**config.mk**
```make
export PLATFORM = sky130hd
export DESIGN_NAME = seq_alu
export DESIGN_NICKNAME = d
export VERILOG_FILES = /design/src/rtl/seq_alu.sv
export SDC_FILE = /design/constraint.sdc
export NUM_CORES = 1
export LEC_CHECK = 0
export CAP_MARGIN = 20
export CORE_MARGIN = 2
export CORE_UTILIZATION = 30
export CTS_CLUSTER_SIZE = 30
export DETAILED_ROUTE_END_ITERATION = 8
export GPL_ROUTABILITY_DRIVEN = 0
export GPL_TIMING_DRIVEN = 0
export PLACE_DENSITY = 0.44
export SLEW_MARGIN = 0
export SYNTH_ARGS = -nofsm -noshare
export SYNTH_HDL_FRONTEND = slang
export SYNTH_SLANG_ARGS = --single-unit
```
**constraint.sdc**
```tcl
create_clock -name clk -period 4 [get_ports clk]
set_input_delay 0.6 -clock clk [delete_from_list [all_inputs] [get_ports clk]]
set_output_delay 0.6 -clock clk [all_outputs]
set_load 0.05 [all_outputs]
```
**src/rtl/seq_alu.sv**
```systemverilog
// Sequential ALU: single-cycle add/sub, iterative shift-add multiply and restoring divide/modulo.
// Optional SEQ_ALU_ABORT_EN adds an abort input that drops CALC/DONE back to IDLE.
module seq_alu #(
  parameter int unsigned WIDTH = 16
) (
  input  logic                 clk,
  input  logic                 rst_n,
`ifdef SEQ_ALU_ABORT_EN
  input  logic                 abort,
`endif
  input  logic                 in_valid,
  output logic                 in_ready,
  input  logic [3:0]           opcode,
  input  logic [WIDTH-1:0]     operand_a,
  input  logic [WIDTH-1:0]     operand_b,
  output logic                 out_valid,
  input  logic                 out_ready,
  output logic [2*WIDTH-1:0]   result,
  output logic [1:0]           error
);

  localparam int unsigned CW = (WIDTH > 1) ? $clog2(WIDTH) : 1;
  localparam logic [CW-1:0] LAST = CW'(WIDTH - 1);

  localparam logic [3:0] OP_ADD = 4'h1;
  localparam logic [3:0] OP_SUB = 4'h2;
  localparam logic [3:0] OP_MUL = 4'h3;
  localparam logic [3:0] OP_DIV = 4'h4;
  localparam logic [3:0] OP_MOD = 4'h5;

  typedef enum logic [1:0] {IDLE, CALC, DONE} state_t;

  state_t               state_q, state_d;
  logic [3:0]           op_q, op_d;
  logic [WIDTH-1:0]     b_q, b_d;
  logic [WIDTH-1:0]     sh_q, sh_d;
  logic [2*WIDTH-1:0]   acc_q, acc_d;
  logic [2*WIDTH-1:0]   mcand_q, mcand_d;
  logic [CW-1:0]        cnt_q, cnt_d;
  logic [2*WIDTH-1:0]   result_q, result_d;
  logic [1:0]           error_q, error_d;

  logic [WIDTH:0]       sum, diff;
  logic [2*WIDTH-1:0]   acc_mul;
  logic [WIDTH:0]       rem_shift, rem_sub;
  logic                 rem_ge;
  logic [WIDTH-1:0]     rem_next, quot_next;

  assign in_ready  = (state_q == IDLE);
  assign out_valid = (state_q == DONE);
  assign result    = result_q;
  assign error     = error_q;

  always_comb begin
    sum  = {1'b0, operand_a} + {1'b0, operand_b};
    diff = {1'b0, operand_a} - {1'b0, operand_b};

    // Multiply: sh_q holds the remaining multiplier bits, mcand_q the shifted multiplicand.
    acc_mul = acc_q + (sh_q[0] ? mcand_q : '0);

    // Restoring divide: sh_q shifts the dividend out MSB first and the quotient in LSB first;
    // acc_q low bits hold the partial remainder, always < divisor.
    rem_shift = {acc_q[WIDTH-1:0], sh_q[WIDTH-1]};
    rem_sub   = rem_shift - {1'b0, b_q};
    rem_ge    = ~rem_sub[WIDTH];
    rem_next  = rem_ge ? rem_sub[WIDTH-1:0] : rem_shift[WIDTH-1:0];
    quot_next = {sh_q[WIDTH-2:0], rem_ge};
  end

  always_comb begin
    state_d  = state_q;
    op_d     = op_q;
    b_d      = b_q;
    sh_d     = sh_q;
    acc_d    = acc_q;
    mcand_d  = mcand_q;
    cnt_d    = cnt_q;
    result_d = result_q;
    error_d  = error_q;

    unique case (state_q)
      IDLE: begin
        if (in_valid) begin
          op_d    = opcode;
          b_d     = operand_b;
          cnt_d   = '0;
          state_d = DONE;
          case (opcode)
            OP_ADD: begin
              result_d = {{(WIDTH-1){1'b0}}, sum};
              error_d  = {1'b0, sum[WIDTH]};
            end
            OP_SUB: begin
              result_d = {{WIDTH{diff[WIDTH]}}, diff[WIDTH-1:0]};
              error_d  = {1'b0, diff[WIDTH]};
            end
            OP_MUL: begin
              acc_d   = '0;
              mcand_d = {{WIDTH{1'b0}}, operand_a};
              sh_d    = operand_b;
              state_d = CALC;
            end
            OP_DIV, OP_MOD: begin
              if (operand_b == '0) begin
                result_d = (opcode == OP_DIV) ? '1 : {{WIDTH{1'b0}}, operand_a};
                error_d  = 2'b10;
              end else begin
                acc_d   = '0;
                sh_d    = operand_a;
                state_d = CALC;
              end
            end
            default: begin
              result_d = '0;
              error_d  = 2'b00;
            end
          endcase
        end
      end

      CALC: begin
        cnt_d = cnt_q + 1'b1;
        if (op_q == OP_MUL) begin
          acc_d   = acc_mul;
          mcand_d = mcand_q << 1;
          sh_d    = sh_q >> 1;
        end else begin
          acc_d = {{WIDTH{1'b0}}, rem_next};
          sh_d  = quot_next;
        end
        if (cnt_q == LAST) begin
          cnt_d   = '0;
          state_d = DONE;
          error_d = 2'b00;
          if (op_q == OP_MUL)
            result_d = acc_mul;
          else if (op_q == OP_DIV)
            result_d = {{WIDTH{1'b0}}, quot_next};
          else
            result_d = {{WIDTH{1'b0}}, rem_next};
        end
      end

      DONE: begin
        if (out_ready) state_d = IDLE;
      end

      default: state_d = IDLE;
    endcase

`ifdef SEQ_ALU_ABORT_EN
    // Abort discards any in-flight work but leaves the last published result untouched.
    if (abort && state_q != IDLE) begin
      state_d  = IDLE;
      cnt_d    = '0;
      result_d = result_q;
      error_d  = error_q;
    end
`endif
  end

  always_ff @(posedge clk or negedge rst_n) begin
    if (!rst_n) begin
      state_q  <= IDLE;
      op_q     <= '0;
      b_q      <= '0;
      sh_q     <= '0;
      acc_q    <= '0;
      mcand_q  <= '0;
      cnt_q    <= '0;
      result_q <= '0;
      error_q  <= '0;
    end else begin
      state_q  <= state_d;
      op_q     <= op_d;
      b_q      <= b_d;
      sh_q     <= sh_d;
      acc_q    <= acc_d;
      mcand_q  <= mcand_d;
      cnt_q    <= cnt_d;
      result_q <= result_d;
      error_q  <= error_d;
    end
  end

endmodule

```
==> reports/qor.yml, run 1 <==
cts:
  cts_buffer_depth: 2
  worstSkewPairLatency_ps: 450
  clockRootBuffer: "clkbuf_16"
  path_clk_slew_ps: 60
  holdBufCountCts: 0
  cts.sinks: 140
  postCtsSetupBuffers: 0
  htreeDepth: 4
  cts_tree: "yes"
  cts_made_buffers: 17
power_and_ir_drop:
  vdd_drop_max_mv: 0.252
  p_per_area_nw_per_um2: 716
  fin_total_pwr_mw: 9.64
  p_leak_nw: 5.89
timing:
  min_period_ps: 3910
  hold-worst-slack_ps: 222
  timing.fmax_mhz: 256
  relSlewSlack: 0.266
  hold_viol_final: 0
  fin_tns_setup_ps: 0
  period_share: 0.977
  rsz0062_at_grt: "yes"
  finalWorstSetupSlack_ps: 90.6
  fin_worst_skew_ps: 12.6
  finalSetupViolations: 0
  worstMarginPinSlew_ps: 1100
  slew_violations: 0
setup_path:
  cp_max_fo: 10
  required_ps: 4380
  rrSetupSlack_ps: 90
  reg2regPathDepth: 8
  crit_type: "flip-flop to flip-flop"
  reg2reg_from: "state_q[0]"
  arrival_ps: 4290
  start_kind: "flip-flop"
  r2r_end: "mcand_q[21]"
  cp-end-kind: "flip-flop"
layout:
  fin_util: 0.358
  fin_cells: 2106
  syn_to_final_growth_pct: 17.4
  final_nets: 1707
  drive_above_1_share: 0.0439
  n_antenna_cell: 0
  fillCellCount: 4050
  postLayoutCellArea_um2: 13500
logic_synthesis:
  ys.flop_type: "dfrtp_1"
  yosysWarnings: 0
  synth-simple-area-share: 0.231
  ys_seq_area_frac: 0.305
  synth_area_per_cell_um2: 7.73
  syn_inst: 1485
  synth_seq_cells: 140
  synth_xor_area_frac: 0.0237
  synth.area.mux_share: 0.0243
  synth_compound_area_frac: 0.270
  yosys.cell_types.count: 81
  syn-num-nets: 1610
  synth-adder-area-share: 0.0953
  synth_top_family_by_area: "compound AO/OA/AOI/OAI gates"
  synth_edf_count: 0
  synth_area_um2: 11500
  ys_async_sr_fraction: 1.00
routing:
  vias_per_cell: 5.57
  route.detailed.drc: 0
  routedWlPerCell_um: 22.7
  routed_wl_um: 47800
  vias: 11740
  ant_nets: 0
  drtIter0Drc: 917
  dr.pass1.iters: 8
placed_design:
  placedCellCount: 2073
  hpwl_um: 37500
  placed_area_um2: 12900
  port_buffers: 74
  post-place-ws_ps: -390
floorplan:
  start_util: 0.305
  die_w_um: 200
  rows: 71
  die_area_um2: 39800
  coreArea_um2: 37700
  pin_count: 76
  die_h_um: 200
run_status:
  outcome: "finished, final reports clean"
global_route:
  grt_usage: 0.245
  grt_pass1_vias: 11191
  grt-ovfl-total: 0
  grt_pass1_wl_um: 71400
  antenna_found_initial: 3
  grt_max_degree: 79
worst_hold_path:
  holdCritPathClass: "primary input to async pin"
run:
  cap_violations: 0
-- cell families (layout without fill, tap and decap cells) --
family	after synthesis	count (layout)
simple gates	577	577
compound gates	478	478
buf+inv	148	258
flops	140	140
fa+ha+maj	85	85
xor+xnor	31	31
mux	26	26
-- power by group --
part | switching, mW | internal [mW]
sequential | 0.499 | 1.92
combinational | 3.70 | 2.01
clock | 0.678 | 0.838
total | 4.87 | 4.77
-- final cells by class --
| class | instances | area [µm²] | share of cell area |
|---|---|---|---|
| Timing Repair Buffer | 78 | 795 | 0.0590 |
| Multi-Input combinational cell | 1197 | 7420 | 0.550 |
| Clock inverter | 10 | 66.3 | 0.00492 |
| Sequential cell | 140 | 3500 | 0.260 |
| Clock buffer | 22 | 474 | 0.0352 |
| Tap cell | 511 | 639 | 0.0475 |
| Inverter | 64 | 240 | 0.0178 |
| Buffer | 84 | 338 | 0.0251 |
-- how the worst max path moves through the flow --
| stage | cells past startpoint | endpoint | start |
|---|---|---|---|
| final | 8 | mcand_q[21] | state_q[0] |
| after global routing | 12 | result[13] | operand_b[4] |
| after CTS | 11 | result[13] | operand_b[3] |
| after detailed placement | 11 | result[13] | operand_b[3] |
| after global placement | 1 | mcand_q[26] | rst_n |
| after floorplan | 11 | result[26] | sh_q[0] |
-- registers in the layout (all words and copies together), names as in the netlist --
register / cells
cnt_q: 4
b_q: 16
sh_q: 16
mcand_q: 32
result: 32
error: 2
acc_q: 32
state_q: 2
op_q: 4
-- worst max-delay path, stage by stage (launching register included) --
cell and delay, ps:
dfrtp_1 320, clkbuf_1 300, inv_1 160, nor2_1 620
clkbuf_1 790, clkbuf_1 610, buf_1 670, nand3_1 240
nand2_1 130
-- metal layers --
layer | wire length, µm | global-route usage | up-vias
li1 | - | - | 5563
met4 | 1410 | 0.0818 | 4
met2 | 20400 | 0.366 | 407
met5 | 26 | 0 | -
met3 | 3330 | 0.0581 | 74
met1 | 22600 | 0.346 | 5692
-- layout by cell type, fill, tap and decap left out, types with 18 or more instances in the layout --
master,n
clkbuf_1,72
o21ai_0,124
o211ai_1,19
nand2b_1,18
inv_1,64
nor3_1,24
a31oi_1,34
nand2_1,238
and2_1,37
a21oi_1,117
a21o_1,31
nor2_1,131
clkdlybuf4s50_1,73
dfrtp_1,139
nand3_1,45
xnor2_1,18
ha_1,81
-- repair_timing --
action | in CTS | in global routing
gates resized for setup | 0 | 6
hold endpoints to repair | 0 | 0
setup endpoints to repair | 0 | 11
-- synth_stat cells (6+ instances only) --
| cell | instances | area (µm²) |
|---|---|---|
| a211oi_1 | 14 | 105 |
| nor2_1 | 131 | 492 |
| nor2b_1 | 12 | 75.1 |
| buf_1 | 6 | 22.5 |
| o22ai_1 | 9 | 56.3 |
| o221ai_1 | 7 | 61.3 |
| nand3_1 | 45 | 225 |
| clkbuf_1 | 71 | 267 |
| a21o_1 | 31 | 233 |
| nand2b_1 | 18 | 113 |
| mux2i_1 | 17 | 170 |
| a22o_1 | 6 | 52.6 |
| dfrtp_1 | 140 | 3500 |
| and3_1 | 10 | 62.6 |
| o31ai_1 | 9 | 67.6 |
| o21a_1 | 15 | 113 |
| nor3_1 | 24 | 120 |
| a31oi_1 | 34 | 213 |
| o21ai_0 | 125 | 626 |
| nor3b_1 | 6 | 45.0 |
| nand4_1 | 9 | 56.3 |
| a22oi_1 | 8 | 60.1 |
| o2111ai_1 | 6 | 52.6 |
| a311oi_1 | 7 | 61.3 |
| or3_1 | 16 | 100 |
| ha_1 | 81 | 1010 |
| a221o_1 | 9 | 90.1 |
| nand2_1 | 238 | 893 |
| a21oi_1 | 117 | 586 |
| a221oi_1 | 6 | 52.6 |
| xnor2_1 | 18 | 158 |
| o211ai_1 | 19 | 143 |
| mux2_2 | 7 | 78.8 |
| inv_1 | 64 | 240 |
| and2_1 | 37 | 231 |
| nor4_1 | 10 | 62.6 |
| xor2_1 | 13 | 114 |
No activity file was read; power rests on OpenSTA's default activity.
==> run 2: changes to the inputs <==
ABC_AREA = 1   (was default)
==> run 2 against run 1 <==
Power rose by 6.5%. Worst hold slack got worse by 130 ps. Register-to-register slack improved by 510 ps. Setup slack improved by 410 ps. Wire length rose by 2.9%. Via count rose by 6.3%. Flip-flop and latch count did not move. Combinational power rose by 9.1%. Synthesized cell count rose by 23%. Largest power group unchanged. Count of clock-buffer cells in the layout fell by 3. Largest cell class unchanged. Maximum frequency rose by 12%. Cell area rose by 3.8%.
==> reports/qor.yml, run 2 <==
floorplan:
  coreArea_um2: 39500
  die_w_um: 204
  pin_count: 76
  rows: 73
  die_area_um2: 41400
  die_h_um: 204
  start_util: 0.302
power_and_ir_drop:
  seqPwrFrac: 0.232
  p_per_area_nw_per_um2: 735
  power.switching_mw: 5.52
  switching_share: 0.537
  vdd_drop_max_mv: 0.284
  p_leak_nw: 7.06
  internal-power_mw: 4.75
  power_frac_comb: 0.607
  clkPwrFrac: 0.161
setup_path:
  start_kind: "primary input"
  max_stage_delay_ps: 780
  cp-end-kind: "flip-flop"
  critical_path.cell_chain: "clkdlybuf4s50_1, inv_1, ha_1, fa_1, inv_1, nand3_1, nand2_2, nand2_1, nand2_1, inv_2, o21ai_2, nand3_1, nand2_2, nand2_2, a21oi_4, buf_6, a21oi_2"
  required_ps: 4340
  cp_max_fo: 10
  rrSetupSlack_ps: 600
  crit_type: "primary input to flip-flop"
  cpMostUsedCell: "nand2_2"
  arrival_ps: 3830
  slowest_stage: "clkdlybuf4s50_1"
global_route:
  grt_usage: 0.242
  antenna_found_initial: 0
  grt_pass1_vias: 12323
  grt_pass1_wl_um: 75500
  grt-ovfl-total: 0
  grt_max_degree: 90
logic_synthesis:
  synth_seq_cells: 140
  ys.flop_type: "dfrtp_1"
  synth_edf_count: 0
  synth_area_leader_cell: "dfrtp_1"
  synth_area_per_cell_um2: 6.52
  ys_async_sr_fraction: 1.00
  yosys.cell_types.count: 58
  synth_top_area_frac: 0.293
  synth.most_common_cell: "nand2_1"
  syn-num-nets: 1957
  yosysWarnings: 0
  synth_area_um2: 11900
  synthTopCellsByArea: "dfrtp_1 29%, nand2_1 17%, ha_1 8.5%"
  syn_inst: 1832
  ys_seq_area_frac: 0.293
  synth_common_cells: "532 x nand2_1, 225 x inv_1, 150 x nor2_1"
routing:
  vias: 12478
  drtIter0Drc: 825
  routedWlPerCell_um: 20.0
  ant_nets: 0
  routed_wl_um: 49200
  route.detailed.drc: 0
  dr.pass1.iters: 5
  vias_per_cell: 5.06
timing:
  hold-worst-slack_ps: 92.0
  hold_viol_final: 0
  timing.fmax_mhz: 286
  fin_worst_skew_ps: 12.7
  period_share: 0.875
  slew_violations: 0
  finalWorstSetupSlack_ps: 502
  finalSetupViolations: 0
  relSlewSlack: 0.461
  worstMarginPinSlew_ps: 809
  min_period_ps: 3500
  rsz0062_at_grt: "no"
run_status:
  outcome: "finished, final reports clean"
cts:
  post_cts_resized: 0
  cts_tree: "yes"
  htreeDepth: 4
  path_clk_slew_ps: 60
  worstSkewPairLatency_ps: 450
  holdBufCountCts: 0
  cts_buffer_depth: 2
  clockRootBuffer: "clkbuf_16"
  cts_made_buffers: 17
  postCtsSetupBuffers: 0
  cts.sinks: 140
placed_design:
  post-place-ws_ps: 76.6
  hpwl_um: 40200
  port_buffers: 75
layout:
  syn_to_final_growth_pct: 17.0
  final_common_cell: "nand2_1"
  mostFrequentLayoutCells: "532 x nand2_1, 225 x inv_1, 150 x nor2_1"
  drive_above_1_share: 0.0608
  n_antenna_cell: 0
  final_nets: 2053
run:
  cap_violations: 0
worst_hold_path:
  holdCritPathClass: "primary input to async pin"
==> run 2: changes by cell type in the layout (fill, tap and decap cells not counted), sizes merged, moves of 29 or more <==
cell	delta
a21oi	+29
and2	-34
clkbuf	-48
inv	+174
nand2	+306
nand3	+101
o21ai	+34
==> run 2: layout make-up <==
type                    count  area, µm²
plain buffers              61        295
clock buffers              19        433
clock inverters            13        158
fillers                  4386      25600
inverters                 235        885
multi-input cells        1396       7260
flip-flops and latches    140       3500
well taps                 525        657
repair buffers             77        785
==> run 2: power by group through the flow <==
stage,logic (mW),registers (mW),clock network [mW]
5_1_grt,6.89,2.44,1.74
3_5_place_dp,6.20,2.41,0
2_1_floorplan,3.67,2.74,0
6_report,6.23,2.38,1.65
3_3_place_gp,6.20,2.40,0
4_1_cts,6.23,2.38,1.69
==> run 2: cell families (layout without fill, tap and decap cells) <==
kind of cell    after synthesis  count (layout)  share of synthesized area
compound gates              386             386                      0.183
xor+xnor                     14              14                     0.0103
fa+ha+maj                    85              85                     0.0915
buf+inv                     296             405                     0.0988
flops                       140             140                      0.293
mux                           1               1                   0.000942
simple gates                910             910                      0.322
==> run 2: final timing paths <==
kind / from / endpoint / cells past startpoint
hold reg to reg: result[11] / result[11] / 2
setup reg to reg: sh_q[0] / result[15] / 17
max in group asynchronous: rst_n / result[1] / 2
hold / removal: rst_n / result[28] / 1
setup / recovery: operand_a[0] / result[25] / 17
min in group clk: result[11] / result[11] / 2
==> run 2: critical path: cells and delay by family <==
kind            cells  cell delay [ps]
fa+ha+maj           2              610
simple gates        7              760
buf+inv             5             1330
compound gates      3              510
==> run 2: per-stage QoR <==
stage / instances / utilization / instance area (µm²) / setup TNS, ps / power, mW
after floorplan: 1832 / - / 11900 / 0 / 6.41
after global placement: 2432 / 0.338 / 13400 / -546930 / 8.60
after detailed placement: 2434 / 0.339 / 13400 / 0 / 8.61
after CTS: 2466 / 0.353 / 14000 / 0 / 10.3
after global routing: 2466 / 0.353 / 14000 / 0 / 11.1
final: 2466 / 0.353 / 14000 / 0 / 10.3
==> run 2: metal layers <==
metal  vias up  routed length [µm]  share of wire  global-route usage
li1       6231                   -              -                   -
met1      5863               23300           0.47               0.328
met2       311               22400           0.45               0.396
met3        73                1670          0.034              0.0240
met4         0                1890          0.038              0.0980
met5         -                   0              0                   0
